`src/rtl/move_event_gen_if.sv`:
```
// rtl/move_event_gen_if.sv - move command valid/ready handshake bundle
interface move_event_gen_if;
  logic       move_valid;
  logic       move_ready;
  logic [1:0] move_dir;

  modport master (output move_valid, output move_dir, input move_ready);
  modport slave  (input move_valid, input move_dir, output move_ready);
endinterface

```
`src/rtl/move_event_gen.sv`:
```
// rtl/move_event_gen.sv - debounced joystick direction to one-shot move commands
module move_event_gen #(
  parameter logic [23:0] STABLE_CYCLES = 24'd1_000_000
) (
  input  logic                   clk,
  input  logic                   rst,
  input  logic [2:0]             dir_in,
  move_event_gen_if.master       m_move,
  output logic [15:0]            move_count,
  output logic                   armed
);

  localparam logic [2:0] DIR_NEUTRAL = 3'b100;

  typedef enum logic [1:0] {ST_ARMED, ST_PEND, ST_WAIT_REL} state_t;

  logic [2:0]  w_dir_in_map;
  logic [2:0]  r_dir_q;
  logic [2:0]  r_cand;
  logic [23:0] r_cnt;
  logic [2:0]  r_dir_stable;

  state_t      r_state;
  state_t      w_state_nxt;
  logic        r_move_valid;
  logic        w_move_valid_nxt;
  logic [1:0]  r_move_dir;
  logic [1:0]  w_move_dir_nxt;
  logic [15:0] r_move_count;
  logic [15:0] w_move_count_nxt;

  // Codes 101-111 collapse to neutral before anything else sees them
  assign w_dir_in_map = dir_in[2] ? DIR_NEUTRAL : dir_in;

  always_ff @(posedge clk or negedge rst) begin
    if (!rst) begin
      r_dir_q      <= DIR_NEUTRAL;
      r_cand       <= DIR_NEUTRAL;
      r_cnt        <= 24'd0;
      r_dir_stable <= DIR_NEUTRAL;
    end else begin
      r_dir_q <= w_dir_in_map;
      if (r_dir_q != r_cand) begin
        r_cand <= r_dir_q;
        r_cnt  <= 24'd0;
      end else if (r_cnt < STABLE_CYCLES - 24'd1) begin
        r_cnt <= r_cnt + 24'd1;
      end else begin
        r_dir_stable <= r_cand;
      end
    end
  end

  always_ff @(posedge clk or negedge rst) begin
    if (!rst) begin
      r_state      <= ST_ARMED;
      r_move_valid <= 1'b0;
      r_move_dir   <= 2'b00;
      r_move_count <= 16'd0;
    end else begin
      r_state      <= w_state_nxt;
      r_move_valid <= w_move_valid_nxt;
      r_move_dir   <= w_move_dir_nxt;
      r_move_count <= w_move_count_nxt;
    end
  end

  always_comb begin
    w_state_nxt      = r_state;
    w_move_valid_nxt = r_move_valid;
    w_move_dir_nxt   = r_move_dir;
    w_move_count_nxt = r_move_count;
    case (r_state)
      ST_ARMED: begin
        if (!r_dir_stable[2]) begin
          w_move_valid_nxt = 1'b1;
          w_move_dir_nxt   = r_dir_stable[1:0];
          w_state_nxt      = ST_PEND;
        end
      end
      ST_PEND: begin
        // Direction changes are ignored here; only the handshake moves on
        if (r_move_valid && m_move.move_ready) begin
          w_move_valid_nxt = 1'b0;
          w_move_count_nxt = r_move_count + 16'd1;
          w_state_nxt      = ST_WAIT_REL;
        end
      end
      ST_WAIT_REL: begin
        if (r_dir_stable == DIR_NEUTRAL) begin
          w_state_nxt = ST_ARMED;
        end
      end
      default: begin
        w_state_nxt = ST_ARMED;
      end
    endcase
  end

  assign m_move.move_valid = r_move_valid;
  assign m_move.move_dir   = r_move_dir;
  assign move_count        = r_move_count;
  assign armed             = (r_state == ST_ARMED);

endmodule

```
`src/flat_wrapper.sv`:
```
// flat-port wrapper written by rule: the top's interface ports become plain ports
module move_event_gen_flat 
#(
  parameter logic [23:0] STABLE_CYCLES = 24'd1_000_000
)
  (clk, rst, dir_in, move_count, armed, m_move_move_valid, m_move_move_dir, m_move_move_ready);
  move_event_gen_if m_move_i ();
  input  logic clk;
  input  logic rst;
  input  logic [2:0] dir_in;
  output logic [15:0] move_count;
  output logic armed;
  output wire logic [$bits(m_move_i.move_valid)-1:0] m_move_move_valid;
  output wire logic [$bits(m_move_i.move_dir)-1:0] m_move_move_dir;
  input wire logic [$bits(m_move_i.move_ready)-1:0] m_move_move_ready;
  assign m_move_move_valid = m_move_i.move_valid;
  assign m_move_move_dir = m_move_i.move_dir;
  assign m_move_i.move_ready = m_move_move_ready;
  move_event_gen #(.STABLE_CYCLES(STABLE_CYCLES)) u_core (.clk(clk), .rst(rst), .dir_in(dir_in), .m_move(m_move_i), .move_count(move_count), .armed(armed));
endmodule
```
`config.mk`:
```
export PLATFORM = sky130hd
export DESIGN_NAME = move_event_gen_flat
export DESIGN_NICKNAME = d
export VERILOG_FILES = /design/src/rtl/move_event_gen_if.sv /design/src/rtl/move_event_gen.sv /design/src/flat_wrapper.sv
export SDC_FILE = /design/constraint.sdc
export NUM_CORES = 1
export LEC_CHECK = 0
export CAP_MARGIN = 10
export CORE_ASPECT_RATIO = 0.8
export CORE_MARGIN = 2
export CORE_UTILIZATION = 50
export CTS_CLUSTER_DIAMETER = 40
export CTS_CLUSTER_SIZE = 8
export DETAILED_ROUTE_END_ITERATION = 12
export GPL_TIMING_DRIVEN = 0
export PLACE_DENSITY = 0.71
export SKIP_CTS_REPAIR_TIMING = 1
export SLEW_MARGIN = 30
export SYNTH_ARGS = -nofsm -noshare
export SYNTH_HDL_FRONTEND = slang
export SYNTH_SLANG_ARGS = --single-unit
```
`constraint.sdc`:
```
create_clock -name clk -period 2.6 [get_ports clk]
set_clock_uncertainty 0.1 [all_clocks]
set_input_delay 0.26 -clock clk [delete_from_list [all_inputs] [get_ports clk]]
set_output_delay 0.26 -clock clk [all_outputs]
set_load 0.02 [all_outputs]
```
# [After elaboration in Yosys (flattened, before gate mapping)]
# Index checks and enable logic that the tools add are counted.
[totals] inputBits=6 wordCells=40 regBits=54
[classes] n_bitwise=3 n_eq_ne=7 n_mux=10 reduce_logical=9 order_cmp=1 addsub=2
[op_table] op="two-way mux 24 bit" count=2
[op_table] op="adder 24 x 1 -> 24 bit (second input constant)" count=1
[op_table] op="less-than comparator 24 x 20 -> 1 bit (second input constant)" count=1
[op_table] op="adder 16 x 1 -> 16 bit (second input constant)" count=1
[op_table] op="two-way mux 2 bit" count=3
[op_table] op="case mux 2 bit (3 select lines)" count=1
[op_table] op="AND reduction 2 bit" count=3
[op_table] op="AND reduction 3 bit" count=2
[op_table] op="!= test 2 x 1 -> 1 bit (second input constant)" count=2
[op_table] op="nonzero test 2 bit" count=2
[op_table] op="== test 3 bit (second input constant)" count=1
[op_table] op="two-way mux 3 bit" count=1
[op_table] op="!= test 3 bit" count=1
[op_table] op="inverter 1 bit" count=3
[op_table] op="== test 2 x 1 -> 1 bit (second input constant)" count=1
[op_table] op="== test 2 bit (second input constant)" count=1
[op_table] op="logical NOT 2 bit" count=1
[op_table] op="two-way mux 1 bit" count=2
[op_table] op="!= test 2 bit (second input constant)" count=1
[op_table] op="case mux 1 bit (2 select lines)" count=1
[op_table] op="logical AND 1 bit" count=1

# [Depth between registers and ports, before layout]
[depth] ltp_word=3 mapped_depth=7 ltp_nobuf=6

# [Worst setup path after synthesis]
# OpenSTA, ideal clock, no wires.
[synth_path] kind="reg2reg" startpoint="register u_core.r_cnt[0]" endpoint="register u_core.r_cnt[13]" n_path_buf=1 setup_ns=0.079 arrival_ns=2.134 period_less_slack_ns=2.313 stages_incl_launch_ff=8 path_slack_ns=0.287 cell_sequence="dfrtp_1 -> ha_1 -> and3_4 -> buf_6 -> a211o_4 -> a2111oi_4 -> and3_1 -> mux2i_1"
[synth_via] elab_chain_cells=3
[synth_lines] element="start, declared" line="move_event_gen.sv:20" source="logic [23:0] r_cnt;"
[synth_lines] element="start signal, assigned" line="move_event_gen.sv:47" source="r_cnt <= r_cnt + 24'd1;"
[synth_lines] element="adder 24 x 1 -> 24 bit" line="move_event_gen.sv:47"
[synth_lines] element="two-way mux 24 bit" line="move_event_gen.sv:46" source="end else if (r_cnt < STABLE_CYCLES - 24'd1) begin"
[synth_lines] element="two-way mux 24 bit" line="move_event_gen.sv:43" source="if (r_dir_q != r_cand) begin"
# Parallel ways exist; a longest one is shown, timed or not. The select of a mux whose other input is x is not followed.
# A chain may end at the register's enable or synchronous reset.

# [Worst setup path after layout]
[layout_path] startpoint="register u_core.r_cnt[0]" endpoint="register u_core.r_dir_stable[0]"
[layout_via] elab_chain_cells=3
[layout_lines] element="less-than comparator 24 x 20 -> 1 bit" line="move_event_gen.sv:46"
[layout_lines] element="inverter 1 bit (no line)"
[layout_lines] element="AND reduction 2 bit (no line)"
[layout_lines] element="end signal, assigned" line="move_event_gen.sv:49" source="r_dir_stable <= r_cand;"
[layout_lines] element="end, declared" line="move_event_gen.sv:21" source="logic [2:0] r_dir_stable;"
# Every way passes these cells.

==> flow_metrics.py <==
metrics = {
    "grt": {
        "antenna_found_initial": 0,
        "grt_pass1_vias": 1684,
        "grt_max_degree": 45,
        "grt_pass1_wl_um": 8070,
        "grt.total_usage_pct": 17.6,
        "grt_overflow": 0,
    },
    "sta": {
        "clock.fmax_mhz": 404,
        "finalMaxSlewViolations": 0,
        "fin_setup_tns_ps": 0,
        "setup_viol": 0,
        "period_share_pct": 95.3,
        "timing.slew.headroom_pct": 65.3,
        "hold_viol_final": 0,
        "worst_pin_slew_ps": 520,
        "period_minus_slack_ps": 2480,
        "rsz0062_at_grt": "false",
    },
    "clock_tree": {
        "cts_buffer_depth": 2,
        "clk_latency_ps": 310,
        "clockRootBuffer": "clkbuf_8",
        "numClockSinks": 54,
        "cts.reportedPaths.clkPinSlew_ps": 90,
        "htree_num_levels": 2,
        "cts_buffers": 5,
        "cts_tree": "yes",
    },
    "synthesis": {
        "ys_seq_elements": 54,
        "synth_xor_area_share_pct": 9.33,
        "synth.yosys.seq_area_share_pct": 51.6,
        "postSynthCellCount": 233,
        "synth_cell_type_count": 45,
        "synth_area_sq_um": 2630,
        "synth-compound-area-share_pct": 10.9,
        "yosys.area_share.adder_pct": 0.952,
        "synthSimpleGateAreaFrac_pct": 20.5,
        "synth_top_family_by_area": "simple AND/OR/NAND/NOR gates",
        "syn-num-nets": 241,
        "muxShareOfSynthArea_pct": 3.71,
        "ys_warn_count": 0,
        "syn_avg_cell_area_sq_um": 11.3,
    },
    "floorplanning": {
        "rows": 23,
        "die_w_um": 85.1,
        "io_pins": 26,
        "start_util_pct": 52.2,
        "dieArea_sq_um": 5850,
        "die_h_um": 68.8,
        "core_area_sq_um": 5040,
    },
    "power": {
        "p_total_mw": 1.39,
        "p_leak_nw": 1.32,
        "vdd_drop_max_mv": 0.335,
        "p_per_area_nw_per_um2": 451,
    },
    "drt": {
        "wl_per_cell_um": 14.3,
        "drt_iter0_markers": 101,
        "dr.pass1.iters": 4,
        "drc": 0,
        "via_per_inst": 5.54,
        "antenna_left": 0,
        "wl_um": 4740,
        "vias": 1835,
    },
    "critical_path": {
        "worstSetupStartpoint": "u_core.r_cnt[0]",
        "crit_type": "reg2reg",
        "cp.arrival_ps": 2580,
        "cp-start-kind": "flop",
        "worstSetupEndpointType": "flop",
        "rr_worst_depth": 7,
        "rr_startpoint": "u_core.r_cnt[0]",
        "r2r_setup_slack_ps": 120,
        "cp.required_ps": 2700,
        "worstPathMaxFanout": 8,
    },
    "final_layout": {
        "layout-drive-gt1-share_pct": 14.5,
        "fin_util_pct": 61.1,
        "nNetsFinal": 276,
        "syn_to_final_growth_pct": 17.1,
        "antenna_cells": 0,
    },
    "placed_design": {
        "dp_hpwl_um": 3340,
        "io_buffers": 25,
        "gp_congestion": 0.724,
    },
    "hold_path": {
        "min_path_type": "in2async",
    },
    "outcome": {
        "status": "finished, final reports clean",
    },
    "job": {
        "drv_cap": 0,
    },
}
[kinds of logic after synthesis]
| kind of cell | count (synthesis) |
|---|---|
| flops | 54 |
| buf+inv | 17 |
| xor+xnor | 28 |
| fa+ha+maj | 2 |
| simple gates | 98 |
| compound gates | 26 |
| mux | 8 |
[layout make-up]
class | count | area (sq um)
Fill cell | 411 | 1960
Tap cell | 62 | 77.6
Inverter | 6 | 22.5
Buffer | 11 | 56.3
Clock buffer | 6 | 72.6
Clock inverter | 2 | 15.0
Timing Repair Buffer | 28 | 285
Sequential cell | 54 | 1360
Multi-Input combinational cell | 162 | 1190
[metal layers]
layer | routed length [um] | global-route usage [%] | vias to the layer above
met5 | 0 | 0 | -
li1 | - | - | 888
met2 | 2220 | 28.3 | 24
met1 | 2340 | 23.9 | 919
met4 | 44 | 4.76 | 0
met3 | 137 | 5.00 | 4
[stage by stage]
step | cells | setup WS, ps | hold slack, ps | cell area, sq um
after floorplan | 233 | 287 | -136 | 2630
after global placement | 320 | -497 | 338 | 2960
after detailed placement | 321 | 70.9 | 12.2 | 2970
after CTS | 329 | 52.6 | -325 | 3060
after global routing | 331 | 21.4 | 252 | 3080
final | 331 | 123 | 221 | 3080
[sequential cells by signal, summed over array words and instances, names as in the netlist]
register,flops
u_core.r_cand,3
u_core.m_move.move_dir,2
u_core.r_dir_q,3
u_core.move_count,16
u_core.r_cnt,24
u_core.r_state,2
u_core.m_move.move_valid,1
u_core.r_dir_stable,3
[critical path, stage by stage (launching register included)]
cell      delay, ps
dfrtp_1         430
ha_1            240
and3_4          150
buf_6           120
a211o_4         420
a211oi_4        470
nor2_4          100
mux2_4          320
[worst paths after layout]
| kind | endpoint |
|---|---|
| setup / recovery | u_core.r_dir_stable[0] |
| hold / removal | u_core.r_cnt[7] |
| setup reg to reg | u_core.r_dir_stable[0] |
| hold reg to reg | u_core.r_cand[2] |
| max in group asynchronous | u_core.r_cand[2] |
| min in group clk | u_core.r_dir_q[2] |
[cells in the mapped netlist (all sizes together)]
cell type	n	area [sq um]
nor3	2	10.0
xnor2	24	210
nand2b	3	18.8
nor2	23	93.8
and4b	1	10.0
xor2	4	35.0
dfstp	3	78.8
ha	2	25.0
and3b	1	8.76
nor4	4	25.0
mux2	5	67.6
and3	8	55.1
nor4b	1	8.76
mux2i	3	30.0
or4	1	11.3
and4	5	43.8
nand4	7	43.8
clkbuf	7	27.5
nand3b	1	7.51
nand4b	1	8.76
a211oi	3	35.0
a211o	1	17.5
nor4bb	1	10.0
nor2b	2	12.5
dfrtp	51	1280
nand3	12	60.1
a21bo	1	10.0
a2111oi	7	130
a21o	2	15.0
inv	6	22.5
a21oi	7	35.0
buf	4	28.8
and2	6	37.5
or3	1	6.26
a31o	5	43.8
nand2	18	67.6
[power breakdown]
part	internal, mW	switching [mW]
Clock	0.190	0.279
Combinational	0.0229	0.0407
Sequential	0.848	0.00633
Total	1.06	0.326
[layout by cell type (no fill, tap or decap), drive strengths merged, types with 3 or more instances in the layout]
cell type and count:
a21oi 7, nand2b 3, a211oi 3, nand2 18, mux2i 3, and2 6, clkdlybuf4s50 24, xor2 4
and4 5, and3 8, clkbuf 13, inv 6, nand3 12, nor4 4, buf 7, dfstp 3
a31o 5, dfrtp 51, nor2 23, a2111oi 7, mux2 5, nand4 7, xnor2 24
(Power assumes the default switching activity.)
